$ cat src/rtl/matrix_pkg.sv
`default_nettype none
// ============================================================================
//  Module      : matrix_pkg
//  Description : Shared mode encodings, scan state type and default geometry
//                for the LED-matrix scan sequencer and matrix driver.
//  Revision    : 1.0  initial release
// ============================================================================
package matrix_pkg;

    localparam logic [1:0] MODE_WRAP     = 2'b00;
    localparam logic [1:0] MODE_ONESHOT  = 2'b01;
    localparam logic [1:0] MODE_PINGPONG = 2'b10;

    localparam int DEF_ADDR_W       = 16;
    localparam int DEF_BASE_ADDR    = 32'h0000_0100;
    localparam int DEF_ROWS         = 16;
    localparam int DEF_COLS         = 16;
    localparam int DEF_BLANK_CYCLES = 4;

    typedef enum logic [1:0] {
        ST_IDLE  = 2'd0,
        ST_SCAN  = 2'd1,
        ST_BLANK = 2'd2,
        ST_DONE  = 2'd3
    } scan_state_t;

    // The reserved encoding behaves as continuous wrap.
    function automatic logic [1:0] norm_mode(input logic [1:0] m);
        return (m == 2'b11) ? MODE_WRAP : m;
    endfunction

endpackage
`default_nettype wire

$ cat src/rtl/matrix_rc_counter.sv
`default_nettype none
// ============================================================================
//  Module      : matrix_rc_counter
//  Description : Row/column scan counter, up or down, with load-zero,
//                load-max, single step and end-of-row / end-of-frame flags.
//  Revision    : 1.0  initial release
// ============================================================================
module matrix_rc_counter
    import matrix_pkg::*;
#(
    parameter int  ROWS  = DEF_ROWS,
    parameter int  COLS  = DEF_COLS,
    localparam int ROW_W = (ROWS > 1) ? $clog2(ROWS) : 1,
    localparam int COL_W = (COLS > 1) ? $clog2(COLS) : 1
) (
    input  logic             clk,
    input  logic             rst_n,
    input  logic             load_zero_i,
    input  logic             load_max_i,
    input  logic             step_i,
    input  logic             dir_down_i,
    output logic [ROW_W-1:0] row_o,
    output logic [COL_W-1:0] col_o,
    output logic             row_last_o,
    output logic             frame_last_o
);

    localparam logic [ROW_W-1:0] ROW_MAX = ROW_W'(ROWS - 1);
    localparam logic [COL_W-1:0] COL_MAX = COL_W'(COLS - 1);

    logic [ROW_W-1:0] row_q, row_d;
    logic [COL_W-1:0] col_q, col_d;
    logic             w_col_end;
    logic             w_row_end;

    // "End" is direction-relative: the far corner of an up frame is the
    // starting corner of a down frame and vice versa.
    always_comb begin
        w_col_end = dir_down_i ? (col_q == '0) : (col_q == COL_MAX);
        w_row_end = dir_down_i ? (row_q == '0) : (row_q == ROW_MAX);
        row_d     = row_q;
        col_d     = col_q;
        if (load_zero_i) begin
            row_d = '0;
            col_d = '0;
        end else if (load_max_i) begin
            row_d = ROW_MAX;
            col_d = COL_MAX;
        end else if (step_i) begin
            if (w_col_end) begin
                col_d = dir_down_i ? COL_MAX : '0;
                row_d = dir_down_i ? (row_q - 1'b1) : (row_q + 1'b1);
            end else begin
                col_d = dir_down_i ? (col_q - 1'b1) : (col_q + 1'b1);
            end
        end
    end

    always_ff @(posedge clk or negedge rst_n) begin
        if (!rst_n) begin
            row_q <= '0;
            col_q <= '0;
        end else begin
            row_q <= row_d;
            col_q <= col_d;
        end
    end

    assign row_o        = row_q;
    assign col_o        = col_q;
    assign row_last_o   = w_col_end;
    assign frame_last_o = w_col_end & w_row_end;

endmodule
`default_nettype wire

$ cat src/rtl/matrix_scan_seq.sv
`default_nettype none
// ============================================================================
//  Module      : matrix_scan_seq
//  Description : LED-matrix scan address sequencer with valid/ready output,
//                wrap / one-shot / ping-pong frames and row/frame strobes.
//                Optional per-row blanking is built when SCAN_BLANK_EN is
//                defined.
//  Revision    : 1.0  initial release
// ============================================================================
module matrix_scan_seq
    import matrix_pkg::*;
#(
    parameter int                ADDR_W       = DEF_ADDR_W,
    parameter logic [ADDR_W-1:0] BASE_ADDR    = ADDR_W'(DEF_BASE_ADDR),
    parameter int                ROWS         = DEF_ROWS,
    parameter int                COLS         = DEF_COLS,
    parameter int                BLANK_CYCLES = DEF_BLANK_CYCLES,
    localparam int               ROW_W        = (ROWS > 1) ? $clog2(ROWS) : 1,
    localparam int               COL_W        = (COLS > 1) ? $clog2(COLS) : 1
) (
    input  logic              clk,
    input  logic              reset_arduino,
    input  logic              start,
    input  logic              stop,
    input  logic [1:0]        mode,
    input  logic              enable,
    output logic [ADDR_W-1:0] addr_out,
    output logic [ROW_W-1:0]  row,
    output logic [COL_W-1:0]  col,
    output logic              addr_valid,
    input  logic              addr_ready,
    output logic              row_done,
    output logic              frame_done,
    output logic              busy,
    output logic              blank
);

    if (ROWS < 1 || COLS < 1 || BLANK_CYCLES < 1) begin : g_param_check
        $error("matrix_scan_seq: ROWS, COLS and BLANK_CYCLES must be >= 1");
    end

    scan_state_t state_q;
    logic [1:0]  mode_q;
    logic        dir_q;
    logic        valid_q;
    logic        row_done_q;
    logic        frame_done_q;
    logic        busy_q;

    logic        w_xfer;
    logic        w_load_zero;
    logic        w_load_max;
    logic        w_step;
    logic        w_row_last;
    logic        w_frame_last;

`ifdef SCAN_BLANK_EN
    localparam int               BLK_W     = (BLANK_CYCLES > 1) ? $clog2(BLANK_CYCLES) : 1;
    localparam logic [BLK_W-1:0] BLANK_MAX = BLK_W'(BLANK_CYCLES - 1);

    logic             blank_q;
    logic [BLK_W-1:0] blank_cnt_q;
    logic             done_pending_q;
`endif

    assign w_xfer = valid_q & addr_ready;

    // Counter commands. At a frame end the counter is parked for the next
    // frame: back to origin for wrap, far corner kept for ping-pong.
    always_comb begin
        w_load_zero = 1'b0;
        w_load_max  = 1'b0;
        w_step      = 1'b0;
        case (state_q)
            ST_IDLE: begin
                if (start && !stop) begin
                    w_load_zero = 1'b1;
                end
            end
            ST_DONE: begin
                w_load_zero = 1'b1;
            end
            default: begin
                if (stop) begin
                    w_load_zero = 1'b1;
                end else if (state_q == ST_SCAN && w_xfer) begin
                    if (!w_frame_last) begin
                        w_step = 1'b1;
                    end else if (mode_q == MODE_WRAP) begin
                        w_load_zero = 1'b1;
                    end else if (mode_q == MODE_PINGPONG) begin
                        w_load_zero = dir_q;
                        w_load_max  = ~dir_q;
                    end
                end
            end
        endcase
    end

    matrix_rc_counter #(
        .ROWS (ROWS),
        .COLS (COLS)
    ) u_rc_counter (
        .clk          (clk),
        .rst_n        (reset_arduino),
        .load_zero_i  (w_load_zero),
        .load_max_i   (w_load_max),
        .step_i       (w_step),
        .dir_down_i   (dir_q),
        .row_o        (row),
        .col_o        (col),
        .row_last_o   (w_row_last),
        .frame_last_o (w_frame_last)
    );

    always_ff @(posedge clk or negedge reset_arduino) begin
        if (!reset_arduino) begin
            state_q        <= ST_IDLE;
            mode_q         <= MODE_WRAP;
            dir_q          <= 1'b0;
            valid_q        <= 1'b0;
            row_done_q     <= 1'b0;
            frame_done_q   <= 1'b0;
            busy_q         <= 1'b0;
`ifdef SCAN_BLANK_EN
            blank_q        <= 1'b0;
            blank_cnt_q    <= '0;
            done_pending_q <= 1'b0;
`endif
        end else begin
            row_done_q   <= 1'b0;
            frame_done_q <= 1'b0;
            case (state_q)
                ST_IDLE: begin
                    if (start && !stop) begin
                        state_q <= ST_SCAN;
                        mode_q  <= norm_mode(mode);
                        dir_q   <= 1'b0;
                        valid_q <= enable;
                        busy_q  <= 1'b1;
                    end
                end
                ST_SCAN: begin
                    if (stop) begin
                        state_q <= ST_IDLE;
                        dir_q   <= 1'b0;
                        valid_q <= 1'b0;
                        busy_q  <= 1'b0;
                    end else if (!valid_q) begin
                        valid_q <= enable;
                    end else if (addr_ready) begin
                        // A launched address stays up until accepted; enable
                        // only gates the launch of the following one.
                        valid_q <= enable;
                        if (w_row_last) begin
                            row_done_q <= 1'b1;
                        end
                        if (w_frame_last) begin
                            frame_done_q <= 1'b1;
                            if (mode_q == MODE_PINGPONG) begin
                                dir_q <= ~dir_q;
                            end
                        end
`ifdef SCAN_BLANK_EN
                        if (w_row_last) begin
                            state_q        <= ST_BLANK;
                            valid_q        <= 1'b0;
                            blank_q        <= 1'b1;
                            blank_cnt_q    <= BLANK_MAX;
                            done_pending_q <= w_frame_last && (mode_q == MODE_ONESHOT);
                        end
`else
                        if (w_frame_last && mode_q == MODE_ONESHOT) begin
                            state_q <= ST_DONE;
                            valid_q <= 1'b0;
                        end
`endif
                    end
                end
                ST_BLANK: begin
`ifdef SCAN_BLANK_EN
                    if (stop) begin
                        state_q <= ST_IDLE;
                        dir_q   <= 1'b0;
                        valid_q <= 1'b0;
                        busy_q  <= 1'b0;
                        blank_q <= 1'b0;
                    end else if (blank_cnt_q == '0) begin
                        blank_q <= 1'b0;
                        if (done_pending_q) begin
                            state_q <= ST_DONE;
                        end else begin
                            state_q <= ST_SCAN;
                            valid_q <= enable;
                        end
                    end else begin
                        blank_cnt_q <= blank_cnt_q - 1'b1;
                    end
`else
                    state_q <= ST_IDLE;
                    valid_q <= 1'b0;
                    busy_q  <= 1'b0;
`endif
                end
                default: begin
                    state_q <= ST_IDLE;
                    dir_q   <= 1'b0;
                    valid_q <= 1'b0;
                    busy_q  <= 1'b0;
                end
            endcase
        end
    end

    assign addr_out   = BASE_ADDR + (ADDR_W'(row) * ADDR_W'(COLS)) + ADDR_W'(col);
    assign addr_valid = valid_q;
    assign row_done   = row_done_q;
    assign frame_done = frame_done_q;
    assign busy       = busy_q;
`ifdef SCAN_BLANK_EN
    assign blank      = blank_q;
`else
    assign blank      = 1'b0;
`endif

endmodule
`default_nettype wire

$ cat config.mk
export PLATFORM = sky130hd
export DESIGN_NAME = matrix_scan_seq
export DESIGN_NICKNAME = d
export VERILOG_FILES = /design/src/rtl/matrix_pkg.sv /design/src/rtl/matrix_rc_counter.sv /design/src/rtl/matrix_scan_seq.sv
export SDC_FILE = /design/constraint.sdc
export NUM_CORES = 1
export LEC_CHECK = 0
export ABC_CLOCK_PERIOD_IN_PS = 3000
export CAP_MARGIN = 20
export CORE_MARGIN = 4
export CORE_UTILIZATION = 52
export DETAILED_ROUTE_END_ITERATION = 10
export GPL_TIMING_DRIVEN = 0
export PLACE_DENSITY = 0.91
export SLEW_MARGIN = 20
export SYNTH_ARGS = -nofsm -noshare
export SYNTH_HDL_FRONTEND = slang
export SYNTH_SLANG_ARGS = --single-unit
$ cat constraint.sdc
create_clock -name clk -period 3 [get_ports clk]
set_clock_uncertainty 0.1 [all_clocks]
set_input_delay 0.3 -clock clk [delete_from_list [all_inputs] [get_ports clk]]
set_output_delay 0.3 -clock clk [all_outputs]
set_load 0.005 [all_outputs]
==> impl_results.md <==
* Area Overhead vs Synth at 25.83%
* Die span in y at 59.80 um
* Pre-Repair DR Iteration Count at 4
* Post-synth EDFFs at 0
* FF-to-FF setup slack at between 300 and 400 ps
* Vias in the first global route at ~1200
* Total Nets Final at 210
* Leak Pwr at around 0.81 nW
* Crit path launch: state_q[1]
* GP Congestion at between 0.8 and 0.9
* Dpl cells at roughly 220
* Post-CTS Setup Bufs at 0
* Worst slew pin tran at just under 800 ps
* Syn Inst Count at 153
* Peak supply drop at about 310 uV
* Bufs and invs on worst path at 1
* Most frequent cells in the layout: clkdlybuf4s50_1 (27), buf_4 (18), dfrtp_1 (17)
* I/O Buffers at 27
* Cell Area, Synth at about 0.0014 sq mm
* CTS Buffer Depth at 2
* Detailed Place HPWL at around 2500 um
* CTS tree: yes
* DR iter-0 viols at 31
* Multi-input gate area at around 810 sq um
* Crit path DAT at ~2700 ps
* Post-CTS Hold Buffers at 0
* Clock Latency Late Sink at around 300 ps
* Max_cap viols at 0
* Initial core utilization at 0.5531
* Syn avg cell area at around 9.1 sq um
* Critical path fanouts, max at 9
* Max Clk Rate at ~0.38 GHz
* Fin. Hold Viols at 0
* Post-layout min period at around 2600 ps
* CP max stage delay at about 600 ps
* Final period util at 0.8669
* H-Tree Depth at 1
* All-Layer GR Usage at 0.1883
* Fillers at between 200 and 250
* #FFs+latches synth at 17
* Register Area at 425.4 sq um
* # DRC at 0
* Status: finished clean
* Overflow after GRT at 0
* Worst flop-to-flop path endpoint: u_rc_counter.row_o[3]
* Worst hold path class: in2async
* CP Class: reg2reg
* Row count at 18
* Dominant synthesized flop cell: dfrtp_1
* Die area at approximately 0.0036 sq mm
* Final Setup Violations at 0
* Crit-path leading delay family: compound AO/OA/AOI/OAI gates
* CP max stage cell: a221oi_1
* Sequential area share after synthesis at 0.3049
* Largest net degree at the start of global routing at 18
* Crit path required time at slightly above 3000 ps
* Core region area at 0.002522 sq mm
* Most common library cell in the layout ignoring fill and taps: clkdlybuf4s50_1
* Die width at about 60 um
* FF-to-FF path depth at 7
* RSZ-0062 raised after global routing: false
* N_diodes at 0
* Layout cells sized above 1 at 0.1518
* Wire per inst at 14.05 um
* Post-CTS resize count at 0
* Worst Setup End Kind: register
* Post-route ant nets at 0
* CP cell instances: inv_1 > ha_1 > nor2b_1 > nand3_1 > a221oi_1 > o21ai_1 > a211oi_1
* CTS root buffer: clkbuf_4
* Slew Viols, Final at 0
* Slew margin rel. at 0.4820
* CTS clock-pin slew for the worst setup and hold paths at around 100 ps
* Routed WL at about 3100 um
* Setup tns final at 0 ps
* Startpoint Class: register
* Num Clock Sinks at 17
* Asr flop ratio synth at 1.000
* Final std cells w/o fill at between 200 and 250
* Num ports at 37
* Vias per cell at about 5.5
* Initial antenna violation count at 0
* R2r startpoint: state_q[1]
* Power Density at 379.5 mW/mm^2
* CTS buffer count at 3
* Global-route wire length before repair at around 5200 um
* Warnings, synthesis at 0
* Library cells used by synthesis at 44
* Via count at approximately 1200
## kinds of logic (layout without fill, tap and decap cells)
family          Yosys count  in the layout  synth area share
buf+inv                  32             63            0.1345
mux                       2              2           0.02062
xor+xnor                  5              5           0.03140
compound gates           43             43            0.2422
simple gates             42             42            0.1605
flops                    17             17            0.3049
other cells               2              9          0.005383
fa+ha+maj                10             10            0.1005
## report_power, final
part | internal (mW) | total, mW | leakage, nW | switching [mW]
Sequential | 0.256 | 0.284 | 0.232 | 0.0277
Clock | 0.0518 | 0.129 | 0.0150 | 0.0767
Combinational | 0.113 | 0.253 | 0.561 | 0.141
## registers in the layout (all words and copies together) (netlist names)
name                count
u_rc_counter.row_o      4
mode_q                  2
dir_q                   1
u_rc_counter.col_o      4
frame_done              1
addr_valid              1
busy                    1
row_done                1
state_q                 2
## layer usage
metal  wire length, um  global-route usage  vias to the layer above
met2              1642              0.3364                       46
li1                  -                   -                      598
met1              1248              0.2252                      571
met5                 0                   0                        -
met3               162             0.02376                        7
met4                51             0.07595                        0
## synth_stat cells, types with 2 or more instances
library cell	n	area [sq um]
and3_1	2	12.51
fa_1	2	40.04
nand2b_1	8	50.05
conb_1	2	7.510
xor2_1	2	17.52
buf_4	18	135.1
nor2_1	9	33.78
o22ai_1	4	25.02
dfrtp_1	17	425.4
inv_1	13	48.80
ha_1	8	100.1
nand2_1	10	37.54
o21ai_0	8	40.04
and2_1	2	12.51
a21oi_1	9	45.04
nand3_1	2	10.01
xnor2_1	3	26.28
o211ai_1	4	30.03
a211oi_1	5	37.54
## metrics by stage
stage / total power, mW / setup slack (ps) / hold slack [ps] / utilization / cell area, sq um
2_1_floorplan: 0.4545 / 943.2 / -95.59 / - / 1421
3_3_place_gp: 0.5268 / 568.1 / 407.4 / 0.6855 / 1729
3_5_place_dp: 0.5437 / 466.0 / 422.0 / 0.6855 / 1729
4_1_cts: 0.6709 / 455.3 / 366.7 / 0.6959 / 1755
5_1_grt: 0.7138 / 219.3 / 403.8 / 0.6959 / 1755
6_report: 0.6661 / 399.3 / 343.3 / 0.6959 / 1755
## area by class of cell
cell class | instances | share of cell area
clock buffers | 4 | 0.01497
inverters | 13 | 0.02780
plain buffers | 19 | 0.07912
repair buffers | 27 | 0.1540
flip-flops and latches | 17 | 0.2423
multi-input cells | 111 | 0.4604
well taps | 30 | 0.02138
## worst max path at each step
stage / end / slack, ps / cells past startpoint
2_1_floorplan: u_rc_counter.col_o[1] / 940 / 5
3_3_place_gp: u_rc_counter.row_o[3] / 570 / 6
3_5_place_dp: u_rc_counter.row_o[3] / 470 / 6
4_1_cts: u_rc_counter.row_o[3] / 460 / 7
5_1_grt: u_rc_counter.row_o[3] / 220 / 7
6_report: u_rc_counter.row_o[3] / 400 / 7
No activity file was read; power rests on OpenSTA's default activity.
